===== src/rtl/up_sync_counter.sv =====
// Synchronous up counter built from per-bit T flip-flops driven by an AND-chain toggle network.
// Optional parallel load is compiled in when UP_CNT_LOAD_EN is defined.
module up_sync_counter #(
    parameter int unsigned WIDTH = 4,
    parameter int unsigned MAX   = (1 << WIDTH) - 1
) (
    input  logic             clk,
    input  logic             reset,
    input  logic             en,
    input  logic             clr,
    input  logic             load,
    input  logic [WIDTH-1:0] d,
    output logic [WIDTH-1:0] q,
    output logic             tc,
    output logic             wrap
);

    localparam logic [WIDTH-1:0] MaxVal = WIDTH'(MAX);

    logic [WIDTH-1:0] t;
    logic [WIDTH-1:0] chain;
    logic             at_max;
    logic             wrap_d;

    assign at_max = (q == MaxVal);
    assign tc     = en & at_max;

    // Bit i toggles when enabled and all lower bits are set.
    for (genvar i = 0; i < WIDTH; i++) begin : g_chain
        if (i == 0) begin : g_lsb
            assign chain[i] = en;
        end else begin : g_upper
            assign chain[i] = en & (&q[i-1:0]);
        end
    end

`ifdef UP_CNT_LOAD_EN
    logic [WIDTH-1:0] dsel;
    assign dsel = (d > MaxVal) ? MaxVal : d;
`else
    logic unused_load;
    assign unused_load = ^{load, d};
`endif

    always_comb begin
        t      = '0;
        wrap_d = 1'b0;
        if (clr) begin
            t = q;
`ifdef UP_CNT_LOAD_EN
        end else if (load) begin
            t = q ^ dsel;
`endif
        end else if (en) begin
            if (at_max) begin
                // Toggling every set bit lands on zero for any MAX.
                t      = q;
                wrap_d = 1'b1;
            end else begin
                t = chain;
            end
        end
    end

    for (genvar i = 0; i < WIDTH; i++) begin : g_tff
        always_ff @(posedge clk or negedge reset) begin
            if (!reset) begin
                q[i] <= 1'b0;
            end else begin
                q[i] <= q[i] ^ t[i];
            end
        end
    end

    always_ff @(posedge clk or negedge reset) begin
        if (!reset) begin
            wrap <= 1'b0;
        end else begin
            wrap <= wrap_d;
        end
    end

endmodule


===== config.mk =====
export PLATFORM = sky130hd
export DESIGN_NAME = up_sync_counter
export DESIGN_NICKNAME = d
export VERILOG_FILES = /design/src/rtl/up_sync_counter.sv
export SDC_FILE = /design/constraint.sdc
export NUM_CORES = 1
export LEC_CHECK = 0
export BUFFER_PORTS_ARGS = -buffer_cell sky130_fd_sc_hd__buf_2
export CORE_AREA = 2 2 39 41
export CTS_CLUSTER_DIAMETER = 200
export DETAILED_ROUTE_END_ITERATION = 10
export DIE_AREA = 0 0 41 43
export PLACE_DENSITY = 0.45
export SETUP_SLACK_MARGIN = 0.15
export SLEW_MARGIN = 20
export SYNTH_ARGS = -nofsm -noshare
export SYNTH_HDL_FRONTEND = slang
export SYNTH_SLANG_ARGS = --single-unit

===== constraint.sdc =====
create_clock -name clk -period 1 [get_ports clk]
set_input_delay 0.25 -clock clk [delete_from_list [all_inputs] [get_ports clk]]
set_output_delay 0.25 -clock clk [all_outputs]
set_load 0.01 [all_outputs]

* After elaboration in Yosys (flattened, before gate mapping)
Cells that the tools add are included.
** Storage, ports and cells
- Input bits :: 9
- Register bits :: 5
- Output and inout port bits :: 6
- Logic and storage cells :: 22
** Operators by class
- Bitwise gates (word level) :: 8
- Eq/ne operators :: 1
- Reduce and logical (&&, ||, !) cells :: 2
- Muxes and demuxes :: 6
** Operators with widths (count)
- $mux 4 :: 3
- $and 1x1->1 :: 4
- $eq 4x4->1 const B :: 1
- $xor 1x1->1 :: 4
- $mux 1 :: 3
- $reduce_and 3->1 :: 1
- $reduce_and 2->1 :: 1

* Longest topological paths before layout
- Depth after elaboration :: 6
- Depth in mapped cells :: 2
- Depth with buffers taken out :: 2

* Worst setup path after synthesis
OpenSTA, ideal clock, no wires.
- Path kind :: register to output
- From :: register q[0]
- To :: output port tc
- Setup slack :: -0.113 ns
- Data required time :: 0.750 ns
- Cell stages (with the launch flop) :: 3
- Data arrival time :: 0.863 ns
- Path buffers :: 0
- Path through :: dfrtp_1 > and4_4 > and2_1
** Between the ends
- Cells in the longest elaborated chain, start to end :: 2
** RTL lines
- from (decl) :: line 13 : output logic [WIDTH-1:0] q,
- from (signal, indexed assignment) :: line 70 : q[i] <= q[i] ^ t[i];
- $eq 4x4->1 :: line 25 : assign at_max = (q == MaxVal);
- $and 1x1->1 :: line 26 : assign tc = en & at_max;
- to (decl) :: line 14 : output logic tc,
Every way passes these cells.

* Worst setup path in the final report
Same ends and word-level chain as after synthesis.

==> metrics.yaml <==
sta:
  skew_ns: 0.00403
  fin_crit_sh: 1.30
  tightest_slew_ns: 0.134
  final_max_slew_viol_count: 0
  fin_crit_ns: 1.30
  hold_viol: 0
  setup_tns_ns: -1.04
  setup_ws_ns: -0.298
  max_freq_mhz: 771
  finalSetupViolCount: 7
  slew_headroom: 0.911
  rsz0062_at_grt: "true"
place:
  dp_hpwl_um: 380
  dp.cells: 48
  io_buffer_count: 9
  gp_congestion: 0.567
worst_setup_path:
  max_stage_delay_ns: 0.36
  critPathLaunch: "q[0]$_DFF_PN0_"
  path_max_fanout: 3
  endpoint_kind: "output pin"
  critical-path-slowest-cell: "dfrtp_2"
  r2r_start: "q[3]$_DFF_PN0_"
  worstSetupStartpointType: "register"
  crit_path_cell_trace: "and4_4 > and2_4 > buf_6"
  crit_required_ns: 0.75
  arrival_ns: 1.05
  critPathKind: "reg -> out"
  path_delay_family: "simple AND/OR/NAND/NOR gates"
  cp_num_buf_inv: 1
global_routing:
  grt_pass1_vias: 206
  grt-ovfl-total: 0
  antenna_found_initial: 0
  track_usage: 0.0806
  grt_pass1_wl_um: 834
  grt_start_max_net_pins: 8
drt:
  routed_via_density: 4.14
  postRouteAntennaNets: 0
  drt-pass1-iter-count: 2
  wl_per_cell_um: 9.88
  drt_wl_total_um: 573
  drc: 0
  dr.first_iter.drc_count: 2
  num_vias: 240
logic_synthesis:
  yosys_warnings: 0
  synth-compound-area-share: 0.0632
  synth.avg_cell_area_sq_um: 11.9
  synthXorXnorAreaFrac: 0.0368
  synth_seq_cells: 5
  synthTopCellsByCount: "dfrtp_1 (5), nor2_1 (3), nor2b_1 (2)"
  synth_area_sq_um: 238
  netlist_instances: 20
  synth_edf_count: 0
  synthSimpleGateAreaFrac: 0.263
  synthArstFlopShare: 1.00
  synth_area_leaders: "dfrtp_1 (53%), mux2_4 (6.3%), nor2b_1 (5.3%)"
  synth_top_family_by_area: "simple AND/OR/NAND/NOR gates"
  synthAdderAreaFrac: 0
  synth.distinct_cells: 13
  synthMuxAreaShare: 0.111
  yosysMostFrequentCell: "dfrtp_1"
  synthDominantAreaCellType: "dfrtp_1"
  synthesis.nets: 29
  netlist.area_leader.share: 0.526
  ys_seq_area_frac: 0.526
  synth_ff_type: "dfrtp_1"
cells_and_area:
  final_nets: 52
  antenna_cells: 0
  drive_above_1_share: 0.643
  area_growth_pct: 93.7
  finalNonFillerCells: 58
job:
  drv_cap: 0
power:
  power_density_nw_per_um2: 1180
  power.total_uw: 543
  ir_drop_v: 0.000539
  p_leak_nw: 0.232
floorplan:
  fp-row-count: 14
  fp.dieW_um: 41
  coreArea_sq_um: 1380
  pin_count: 15
  die_h_um: 43
  die_area_sq_um: 1760
  initial_core_util: 0.172
worst_hold_path:
  hp-start: "clr"
  holdCritPathClass: "in -> reg"
clock_network:
  cts_buffers: 3
  clk_pin_slew_ns: 0.04
  cts.htree.levels: 1
  clk_latency_ns: 0.24
  clockBufferDepth: 2
  cts_tree: "built"
  cts_sinks: 5
  root_buffer: "clkbuf_4"
run_status:
  violations: "negative setup slack"
  outcome: "complete, but fails checks"
power by group:
group,switching (mW),total (mW),internal (mW)
logic,0.0398,0.0988,0.0590
clock network,0.0779,0.228,0.151
registers,0.00457,0.216,0.211
total,0.122,0.543,0.421
metal layers:
metal | vias up | global-route usage | wire (um)
met2 | 10 | 0.0906 | 237
met5 | - | 0 | 0
li1 | 116 | - | -
met4 | 0 | 0.100 | 9
met3 | 2 | 0.0471 | 54
met1 | 112 | 0.0877 | 271
metrics by stage:
stage	util	hold slack [ns]	instance area (sq um)	worst slack, ns
after CTS	0.301	0.239	417	-0.312
after detailed placement	0.238	0.0736	329	-0.128
after floorplan	-	-0.0456	241	-0.0597
final	0.333	0.253	460	-0.298
after global routing	0.333	0.247	460	-0.358
after global placement	0.238	0.0691	329	-0.119
flip-flops by register name, summed over array words and instances, names as in the netlist:
signal	count
q	4
wrap	1
cells by family after synthesis:
| group | Yosys count |
|---|---|
| AND/OR/NAND/NOR | 10 |
| flip-flops | 5 |
| AO/OA/AOI/OAI | 2 |
| multiplexers | 2 |
| XOR/XNOR | 1 |
cell type report:
cell class	count	area, sq um
well taps	16	20.0
multi-input cells	15	123
repair buffers	18	165
fillers	149	923
clock buffers	4	26.3
flip-flops and latches	5	126
repair_timing:
action	CTS	global route
resized for setup	7	5
pin swaps	1	1
buffers inserted	2	3
setup endpoints to repair	10	9
endpoints found under the hold margin	5	0
hold buffers	1	0
path summary, 6_finish.rpt:
check,slack (ns),cells past startpoint,to
min in group asynchronous,0.36,2,q[3]$_DFF_PN0_
worst max register to register,-0.10,4,q[3]$_DFF_PN0_
worst min-delay path,0.25,2,q[1]$_DFF_PN0_
worst max-delay path,-0.30,3,tc
max in group asynchronous,0.48,2,q[0]$_DFF_PN0_
worst min register to register,0.68,3,q[1]$_DFF_PN0_
layout by cell type (no fill, tap or decap):
master	synthesis	routed
a21bo_2	1	1
a21oi_2	0	1
and2_4	0	1
and3b_1	1	1
and4_4	1	1
buf_2	0	4
buf_4	0	3
buf_6	0	10
clkbuf_1	0	1
clkbuf_4	0	3
dfrtp_1	5	4
dfrtp_2	0	1
dlygate4sd3_1	0	1
mux2_4	1	2
nand3_1	1	1
nand3b_1	1	1
nor2_1	3	3
nor2b_1	2	2
xnor2_1	1	1
Power figures use the tool's default switching activity.
